`config.mk`:
```
export PLATFORM = sky130hd
export DESIGN_NAME = frame_scheduler
export DESIGN_NICKNAME = d
export VERILOG_FILES = /design/src/rtl/frame_scheduler.sv
export SDC_FILE = /design/constraint.sdc
export NUM_CORES = 1
export LEC_CHECK = 0
export CORE_MARGIN = 8
export CORE_UTILIZATION = 54
export DETAILED_ROUTE_END_ITERATION = 12
export PLACE_DENSITY_LB_ADDON = 0.3
export SYNTH_ARGS = -nofsm -noshare
export SYNTH_HDL_FRONTEND = slang
export SYNTH_SLANG_ARGS = --single-unit
```
`constraint.sdc`:
```
create_clock -name gpu_clk_150 -period 4.86 [get_ports gpu_clk_150]
set_input_delay 0.486 -clock gpu_clk_150 [delete_from_list [all_inputs] [get_ports gpu_clk_150]]
set_output_delay 0.486 -clock gpu_clk_150 [all_outputs]
set_load 0.01 [all_outputs]
```
`src/rtl/frame_scheduler.sv`:
```
// frame_scheduler
// Sequences the double-buffered frame pipeline in the GPU clock domain:
// clears the back buffer, pulses the renderer start, muxes the frame-buffer
// write port between the clear engine and the renderer, then swaps buffers
// on the next vertical sync once the renderer reports completion.
//
// Ports:
//   gpu_clk_150            GPU clock, rising edge
//   reset                  synchronous active-low reset
//   vga_vs                 VGA vertical sync (asynchronous, synchronized here)
//   gpu_done               renderer level: frame finished
//   gpu_x/gpu_y/gpu_data   renderer write coordinate and pixel
//   gpu_we                 renderer write request
//   gpu_ready              renderer writes accepted this cycle
//   gpu_start              one-cycle pulse: begin rendering
//   fb_x/fb_y/fb_data      registered frame-buffer write coordinate and pixel
//   fb_we                  registered frame-buffer write enable
//   write_buffer           index of the back buffer being written
//   swap_count             swaps performed (wrapping)
//   late_frames            vsync edges with no frame ready (saturating)
//   wr_dropped             sticky: renderer wrote while not ready
//
// state    | meaning
// ---------+-----------------------------------------------------------
// CLEAR    | clear engine owns the write port, one pixel per cycle
// START    | single-cycle renderer start pulse, disarm gpu_done
// RENDER   | renderer owns the write port, wait for a fresh gpu_done
// WAIT_VS  | frame complete, swap buffers on next vsync rise
module frame_scheduler #(
  parameter int         FRAME_W     = 320,
  parameter int         FRAME_H     = 240,
  parameter logic [3:0] CLEAR_COLOR = 4'h0
) (
  input  logic        gpu_clk_150,
  input  logic        reset,
  input  logic        vga_vs,
  input  logic        gpu_done,
  input  logic [9:0]  gpu_x,
  input  logic [9:0]  gpu_y,
  input  logic [3:0]  gpu_data,
  input  logic        gpu_we,
  output logic        gpu_ready,
  output logic        gpu_start,
  output logic [9:0]  fb_x,
  output logic [9:0]  fb_y,
  output logic [3:0]  fb_data,
  output logic        fb_we,
  output logic        write_buffer,
  output logic [15:0] swap_count,
  output logic [7:0]  late_frames,
  output logic        wr_dropped
);

  localparam logic [9:0] LAST_X = 10'(FRAME_W - 1);
  localparam logic [9:0] LAST_Y = 10'(FRAME_H - 1);

  typedef enum logic [1:0] {
    ST_CLEAR,
    ST_START,
    ST_RENDER,
    ST_WAIT_VS
  } state_t;

  state_t     state, state_nxt;
  logic [9:0] cx, cy;
  logic       armed;
  logic       vs_meta, vs_sync, vs_prev;
  logic       vs_rise;
  logic       clear_last;

  assign vs_rise    = vs_sync & ~vs_prev;
  assign clear_last = (cx == LAST_X) && (cy == LAST_Y);

  always_ff @(posedge gpu_clk_150) begin
    if (!reset) state <= ST_CLEAR;
    else        state <= state_nxt;
  end

  always_comb begin
    state_nxt = state;
    gpu_ready = 1'b0;
    gpu_start = 1'b0;
    case (state)
      ST_CLEAR:   if (clear_last) state_nxt = ST_START;
      ST_START: begin
        gpu_start = 1'b1;
        state_nxt = ST_RENDER;
      end
      ST_RENDER: begin
        gpu_ready = 1'b1;
        // armed holds off a gpu_done left high from the previous frame
        if (armed && gpu_done) state_nxt = ST_WAIT_VS;
      end
      ST_WAIT_VS: if (vs_rise) state_nxt = ST_CLEAR;
      default:    state_nxt = ST_CLEAR;
    endcase
  end

  always_ff @(posedge gpu_clk_150) begin
    if (!reset) begin
      vs_meta      <= 1'b0;
      vs_sync      <= 1'b0;
      vs_prev      <= 1'b0;
      cx           <= '0;
      cy           <= '0;
      armed        <= 1'b0;
      fb_we        <= 1'b0;
      fb_x         <= '0;
      fb_y         <= '0;
      fb_data      <= '0;
      write_buffer <= 1'b0;
      swap_count   <= '0;
      late_frames  <= '0;
      wr_dropped   <= 1'b0;
    end else begin
      vs_meta <= vga_vs;
      vs_sync <= vs_meta;
      vs_prev <= vs_sync;
      fb_we   <= 1'b0;

      case (state)
        ST_CLEAR: begin
          fb_we   <= 1'b1;
          fb_x    <= cx;
          fb_y    <= cy;
          fb_data <= CLEAR_COLOR;
          if (cx == LAST_X) begin
            cx <= '0;
            cy <= (cy == LAST_Y) ? 10'd0 : cy + 10'd1;
          end else begin
            cx <= cx + 10'd1;
          end
        end
        ST_START: armed <= 1'b0;
        ST_RENDER: begin
          if (!gpu_done) armed <= 1'b1;
          // coordinates hold when the renderer is idle
          if (gpu_we) begin
            fb_we   <= 1'b1;
            fb_x    <= gpu_x;
            fb_y    <= gpu_y;
            fb_data <= gpu_data;
          end
        end
        ST_WAIT_VS: begin
          if (vs_rise) begin
            write_buffer <= ~write_buffer;
            swap_count   <= swap_count + 16'd1;
          end
        end
        default: ;
      endcase

      // any vsync outside WAIT_VS means the display repeats a frame
      if (vs_rise && (state != ST_WAIT_VS) && (late_frames != 8'hFF))
        late_frames <= late_frames + 8'd1;

      if (gpu_we && !gpu_ready) wr_dropped <= 1'b1;
    end
  end

endmodule

```
== Word-level counts from Yosys, hierarchy flattened ==
Index checks and enable logic that the tools add are counted.

* Bits in registers: 77
* Output and inout bits: 53

* $add $sub $neg: 4
* Equality and inequality tests: 12
* Mux-type cells: 18
* Bitwise gates (word level): 3
* Reduce and logical (&&, ||, !) cells: 14

{| class="wikitable"
|+ Operators with widths
! operator !! count
|-
| $mux 10 || 4
|-
| $pmux 10 s2 || 2
|-
| $add 10x1->10 const B || 2
|-
| $add 16x1->16 const B || 1
|-
| $ne 2x2->1 const B || 6
|-
| $eq 10x8->1 const B || 1
|-
| $eq 10x9->1 const B || 1
|-
| $add 8x1->8 const B || 1
|-
| $ne 8x8->1 const B || 1
|-
| $pmux 2 s4 || 1
|-
| $pmux 4 s2 || 1
|-
| $reduce_and 2->1 || 4
|-
| $mux 2 || 3
|-
| $logic_and 1x1->1 || 5
|-
| $eq 2x2->1 const B || 2
|-
| $mux 1 || 4
|-
| $mux 4 || 1
|-
| $pmux 1 s2 || 2
|-
| $reduce_bool 2->1 || 2
|-
| $reduce_and 3->1 || 1
|-
| $eq 2x1->1 const B || 1
|-
| $logic_not 2->1 || 1
|-
| $not 1->1 || 2
|-
| $and 1x1->1 || 1
|-
| $logic_not 1->1 || 1
|}

== Logic depth before layout (Yosys ltp) ==
* Depth in word-level cells: 4
* Gate-level depth with buffers: 8
* Gate-level depth less buffers: 6

== Worst setup path after synthesis ==
OpenSTA, ideal clock, no wires.

* Path kind: register to register
* Start point: reg state[0]
* End point: reg cy[6]
* Data arrival time: 2.181 ns
* Data required time: 4.789 ns
* Slack: 2.609 ns
* Stages on the path, launching flop included: 9
* Buffers on the path: 2
* Period minus slack after synthesis: 2.251 ns
* Cells stage by stage: dfxtp_1 inv_1 ha_1 clkbuf_1 nand4_1 or3_1 buf_2 or4_1 a21oi_1

* Word-level cells in the longest chain between the ends: 2

{| class="wikitable"
|+ Ends and longest elaborated chain
! what !! RTL line !! text
|-
| start, declared || 64 || <nowiki>state_t state, state_nxt;</nowiki>
|-
| start signal, assigned || 76 || <nowiki>else state <= state_nxt;</nowiki>
|-
| $logic_not 2->1 || 121 || <nowiki>case (state)</nowiki>
|-
| $reduce_and 2->1 (no line) || -- ||
|-
| end signal, assigned || 129 || <nowiki>cy <= (cy == LAST_Y) ? 10'd0 : cy + 10'd1;</nowiki>
|-
| end, declared || 65 || <nowiki>logic [9:0] cx, cy;</nowiki>
|}

Every way passes these cells.
A chain may end at the register's enable or synchronous reset.

== Worst setup path after layout ==
* Start point: reg state[0]
* End point: out gpu_ready

* Word-level cells in the longest chain between the ends: 2

{| class="wikitable"
|+ Ends and longest elaborated chain
! what !! RTL line !! text
|-
| $eq 2x2->1 || 83 || <nowiki>case (state)</nowiki>
|-
| $mux 1 || 83 ||
|-
| end, declared || 42 || <nowiki>output logic gpu_ready,</nowiki>
|}

Every way passes these cells.

==> metrics.cfg <==
[place]
place_hpwl_um = 6260
port_buffers = 81
place.gp.congestion = 0.882

[sta]
rsz0062_at_grt = false
max_freq_mhz = 389
min_period_ps = 2570
hold_viol = 0
post-route-period-util_pct = 53.0
fin_worst_skew_ps = 10.8
finalSetupTns_ps = 0
worst_slew_pin_slew_ps = 805
setup_viol = 0
slew_viol_final = 0
slew_headroom_pct = 45.8

[critical_path]
max_stage_delay_ps = 620
crit_buf_inv = 3
worstPathRequired_ps = 4370
cp.arrival_ps = 2090
cp_max_fo = 27
critPathCaptureType = output pin
timing.setup.critical_path_class = register to output pin
cp-start-kind = register
cpMaxStageDelayCell = clkdlybuf4s50_1
crit_chain = inv_1 > ha_1 > buf_4 > clkdlybuf4s50_1
critPathTopFamily = buffers and inverters

[detailed_routing]
vias = 3176
drtIter0Drc = 223
drc_errors = 0
routed_via_density = 5.75
antenna_left = 0
wirelength_um = 8620
wl_per_cell_um = 15.6
drt_first_pass_iters = 4

[clock_tree]
cts_setup_buffers = 0
postCtsHoldBufs = 0
cts_resized = 0
insertion_delay_ps = 340
clock_sinks = 77
path_clk_slew_ps = 70
cts_buffers = 9
clockBufferDepth = 2
cts_tree = done
clock_tree.root_cell = clkbuf_8
htree_levels = 3

[power]
p_per_area_nw_per_um2 = 244
p_leak_nw = 1.56
peakVddDrop_uv = 142
seqPwrFrac_pct = 57.9
comb_power_share_pct = 5.3
switching_share_pct = 23.1
clockPowerShare_pct = 36.8
p_int_mw = 0.853
p_sw_mw = 0.256

[die]
pin_count = 82
row_count = 29
die_h_um = 97.0
dieArea_um2 = 9400
initial_core_util_pct = 55.7
die_x_um = 97.0
core-area_um2 = 6350

[grt]
grt_max_degree = 60
grt_pass1_wl_um = 14400
grt_antenna_before_repair = 0
grt_overflow_total = 0
grtUsageTotal_pct = 17.9
grt_pass1_vias = 2966

[layout]
final_net_count = 508
areaGrowthSynthToFinish_pct = 28.5
num_antenna_cells = 0
fill_cells = 486
drive_gt1_share_pct = 4.42
fin_util_pct = 71.6

[yosys]
synth_cell_types = 43
yosysSeqAreaShare_pct = 43.6
synth_flop_cell = dfxtp_1
synth_area_um2 = 3540
syn_area_per_cell_um2 = 8.87
ys_warn_count = 0
synth_edf_count = 0
synthArstFlopShare_pct = 0
synth-seq-cells = 77
syn_inst = 399
synth_fp_nets = 437

[outcome]
outcome = finished, final reports clean

[job]
maxCapViolations = 0

[min_path]
hold_path_class = register to register

-- final cells by class --
cell class / count / area, um2 / share of cell area (%)
clock buffers: 10 / 128 / 2.81
clock inverters: 6 / 40.0 / 0.881
inverters: 8 / 30.0 / 0.660
multi-input cells: 290 / 1880 / 41.3
flip-flops and latches: 77 / 1540 / 33.9
well taps: 77 / 96.3 / 2.12
repair buffers: 84 / 833 / 18.3
-- per-layer routing --
layer	routed length, um	part of all wire [%]	up-vias	track usage (%)
li1	-	-	1586	-
met3	421	4.9	6	4.27
met1	4050	47	1508	23.2
met5	0	0	-	0
met4	84	0.97	0	6.63
met2	4070	47	76	28.1
-- flip-flops by register name (all words and copies together) (netlist names), 2 cells and up --
name,count
state,2
fb_x,10
fb_data,4
swap_count,16
cy,10
fb_y,10
late_frames,8
cx,10
-- synth_stat cells (6+ instances only) --
| library cell | instances | area, um2 |
|---|---|---|
| nand3_1 | 16 | 80.1 |
| o21ai_0 | 7 | 35.0 |
| nor3_1 | 6 | 30.0 |
| xnor2_1 | 10 | 87.6 |
| clkbuf_1 | 19 | 71.3 |
| inv_1 | 7 | 26.3 |
| or4_1 | 11 | 82.6 |
| nor2_1 | 65 | 244 |
| o31ai_1 | 6 | 45.0 |
| a211oi_1 | 20 | 150 |
| mux2i_1 | 28 | 280 |
| nand4_1 | 13 | 81.3 |
| ha_1 | 9 | 113 |
| dfxtp_1 | 77 | 1540 |
| xor2_1 | 15 | 131 |
| and3_1 | 6 | 37.5 |
| a21oi_1 | 20 | 100 |
| nand2_1 | 17 | 63.8 |
-- per-stage QoR --
stage	instance area [um2]	total power, mW	worst slack (ps)	hold slack, ps	instances
3_5_place_dp	4380	0.716	2410	427	536
6_report	4550	1.11	2290	440	552
3_3_place_gp	4380	0.715	2550	419	536
5_1_grt	4550	1.16	2160	450	552
4_1_cts	4550	1.12	2280	445	552
2_1_floorplan	3540	0.679	2610	412	399
-- cell usage in the layout (no fill, tap or decap), types with 3 or more instances in the layout --
cell             Yosys  routed
dfxtp_1             77      77
xnor2_1             10      10
nor3_1               6       6
clkbuf_8             0       9
o211ai_1             3       3
clkinvlp_4           0       4
clkdlybuf4s50_1      0      81
inv_1                7       7
a21oi_1             20      20
and3_1               6       6
nand3_1             16      16
mux2i_1             28      28
nand3b_1             3       3
buf_4                0       3
a211oi_1            20      20
nor4_1               4       4
xor2_1              15      15
ha_1                 9       9
or4_1               11      11
o31ai_1              6       6
and2_1               3       3
and4_1               4       4
nand2_1             17      17
or3_1                4       4
nor2_1              65      65
o21ai_0              7       7
nand4_1             13      13
-- worst paths after layout --
path | from | to | slack (ps) | depth (start not counted)
worst max-delay path | state[0] | gpu_ready | 2290 | 4
worst min-delay path | vs_meta | vs_sync | 440 | 1
worst max register to register | state[0] | cy[6] | 2370 | 6
worst min register to register | vs_meta | vs_sync | 440 | 1
-- power by group through the flow --
stage          clock, mW  combinational, mW  sequential (mW)
6_report           0.408             0.0586            0.642
2_1_floorplan          0             0.0225            0.657
4_1_cts            0.420             0.0589            0.642
3_5_place_dp           0             0.0585            0.657
3_3_place_gp           0             0.0578            0.657
5_1_grt            0.450             0.0632            0.643
-- cells by family (layout without fill, tap and decap cells) --
logic type      Yosys count  count (layout)  synth area share [%]
fa+ha+maj                 9               9                  3.18
xor+xnor                 25              25                  6.19
mux                      29              29                  8.24
buf+inv                  32             108                  3.47
compound gates           64              64                  11.8
flops                    77              77                  43.6
simple gates            163             163                  23.6
Note: power is estimated with default switching activity, not from simulation.
==> edit, RTL diff (config.mk and constraints unchanged) <==
The 4 states of `state_t` get a one-hot encoding in 4 bits.
--- a/src/rtl/frame_scheduler.sv
+++ b/src/rtl/frame_scheduler.sv
@@ -55,9 +55,9 @@
   localparam logic [9:0] LAST_Y = 10'(FRAME_H - 1);
 
-  typedef enum logic [1:0] {
-    ST_CLEAR,
-    ST_START,
-    ST_RENDER,
-    ST_WAIT_VS
+  typedef enum logic [3:0] {
+    ST_CLEAR   = 4'b0001,
+    ST_START   = 4'b0010,
+    ST_RENDER  = 4'b0100,
+    ST_WAIT_VS = 4'b1000
   } state_t;
 
Check against the original RTL: same outputs for any inputs over 10 cycles, from zero or initial values and one cycle with reset low; not proved beyond that.
==> edit against the original RTL <==
Final cell count is 0.18% higher; global-route usage up 0.34 points; maximum frequency decreased by 3.1%; routed wire length shrank 4.7%; final area increased by 0.14%; first-iteration DRC count shrank 43%; synthesized area down 1.3%; worst setup slack lost 0.081 ns; sequential cell count rose by 2; total power rose by 7.8%; non-clock buffer count up 2; critical endpoint is now cy[7].
==> edit: results (changes against the original RTL) <==
outcome=finished, final reports clean (unchanged); Worst Clk Skew=0.0124 ns (was 0.0108 ns); met2 wire len=4110 µm (was 4070 µm); r2r setup slk=2.20 ns (was 2.37 ns); reg2reg end=cy[7] (was cy[6]); reg2reg path depth=4 (was 6); DRT iter0 DRCs=127 (was 223); crit-path max FO=19 (was 27); launching point of the worst reg2reg path=state[0] (unchanged); HPWL Detailed=6080 µm (was 6260 µm); Worst VDD drop=181 µV (was 142 µV); yosys warns=0 (unchanged); clock buffer count from CTS=9 (unchanged); vias after detailed routing=3,098 (was 3,176); Commonest cells post-synth=dfxtp_1, nor2_1, nand2_1 (was dfxtp_1, nor2_1, mux2i_1); number of library cell types mapped by synthesis=42 (was 43); crit path DAT=2.94 ns (was 2.09 ns); vias in the first global route=2,944 (was 2,966); wire per inst=14.9 µm (was 15.6 µm); layout net count=504 (was 508); worst hold slack=0.452 ns (was 0.440 ns); share of post-route cells with drive strength above 1=0.0609 (was 0.0442); global-route wire length before repair=13,600 µm (was 14,400 µm); largest net degree at the start of global routing=45 (was 60); register area share after synthesis=0.453 (was 0.436); # fillers=509 (was 486); Max-slew headroom=0.461 (was 0.458); wire length on met3=432 µm (was 421 µm); Tot GR Track Use=0.183 (was 0.179); gpl congestion=0.850 (was 0.882); port buffer count=81 (unchanged)
-- edit: cell count changes after synthesis, sizes merged, moves of 3 or more --
| cell | unedited run | this run |
|---|---|---|
| a21oi | 20 | 24 |
| buf | 5 | 2 |
| ha | 9 | 4 |
| nand2 | 17 | 35 |
| nand2b | 2 | 8 |
| nand3 | 16 | 21 |
| nand4 | 13 | 8 |
| nor2 | 65 | 41 |
| o21ai | 8 | 14 |
| o31ai | 6 | 3 |
| or3 | 4 | 11 |
| or4 | 11 | 3 |
| or4b | 1 | 4 |
| xor2 | 15 | 8 |
-- edit: power by group --
group / switching (mW) / leakage (nW) / internal, mW
combinational: 0.0238 / 0.880 / 0.0330
sequential: 0.00524 / 0.638 / 0.653
clock: 0.243 / 0.103 / 0.238
total: 0.272 / 1.62 / 0.924
-- edit: cell families (layout without fill, tap and decap cells) --
logic type / count (synthesis) / in the layout / share of synthesized area
AOI/OAI and AO/OA: 70 / 70 / 0.126
xor gates and xnor gates: 18 / 18 / 0.0451
and+or+nand+nor: 168 / 168 / 0.249
DFF: 79 / 79 / 0.453
muxes: 28 / 28 / 0.0803
buffers and inverters: 29 / 109 / 0.0319
adders and majority gates: 4 / 4 / 0.0143
-- edit: per-stage QoR --
step / cell area, µm² / instances / setup slack [ns]
final: 4550 / 553 / 2.20
after global routing: 4550 / 553 / 2.04
after CTS: 4550 / 553 / 2.22
after detailed placement: 4360 / 537 / 2.12
after global placement: 4360 / 537 / 2.16
after floorplan: 3490 / 396 / 2.53
-- edit: how the worst max path moves through the flow --
stage	startpoint	end	slack, ns	cells after the start
global placement	reset	fb_y[7]	2.16	4
global route	state[0]	cy[6]	2.04	4
detailed placement	reset	fb_x[5]	2.12	4
finish	state[0]	cy[7]	2.20	4
CTS	state[0]	cy[7]	2.22	4
floorplan	state[2]	cy[7]	2.53	6
-- edit: layout make-up --
type / instances / area [µm²] / share of cell area
clock buffer: 9 / 124 / 0.0272
clock inverter: 7 / 71.3 / 0.0157
inverter: 7 / 26.3 / 0.00577
multi-input combinational: 288 / 1810 / 0.397
sequential: 79 / 1580 / 0.347
tap: 77 / 96.3 / 0.0212
timing repair buffer: 86 / 848 / 0.186
-- edit: metal layers --
metal | vias up | track usage
met5 | - | 0
li1 | 1565 | -
met1 | 1450 | 0.222
met2 | 68 | 0.309
met3 | 15 | 0.0371
met4 | 0 | 0.0744
-- edit: critical path, stage by stage, from the launching register on --
cell and delay (ns):
dfxtp_1 0.42, or4b_1 0.58, or4_1 0.84, or4_4 0.61
a21oi_2 0.14
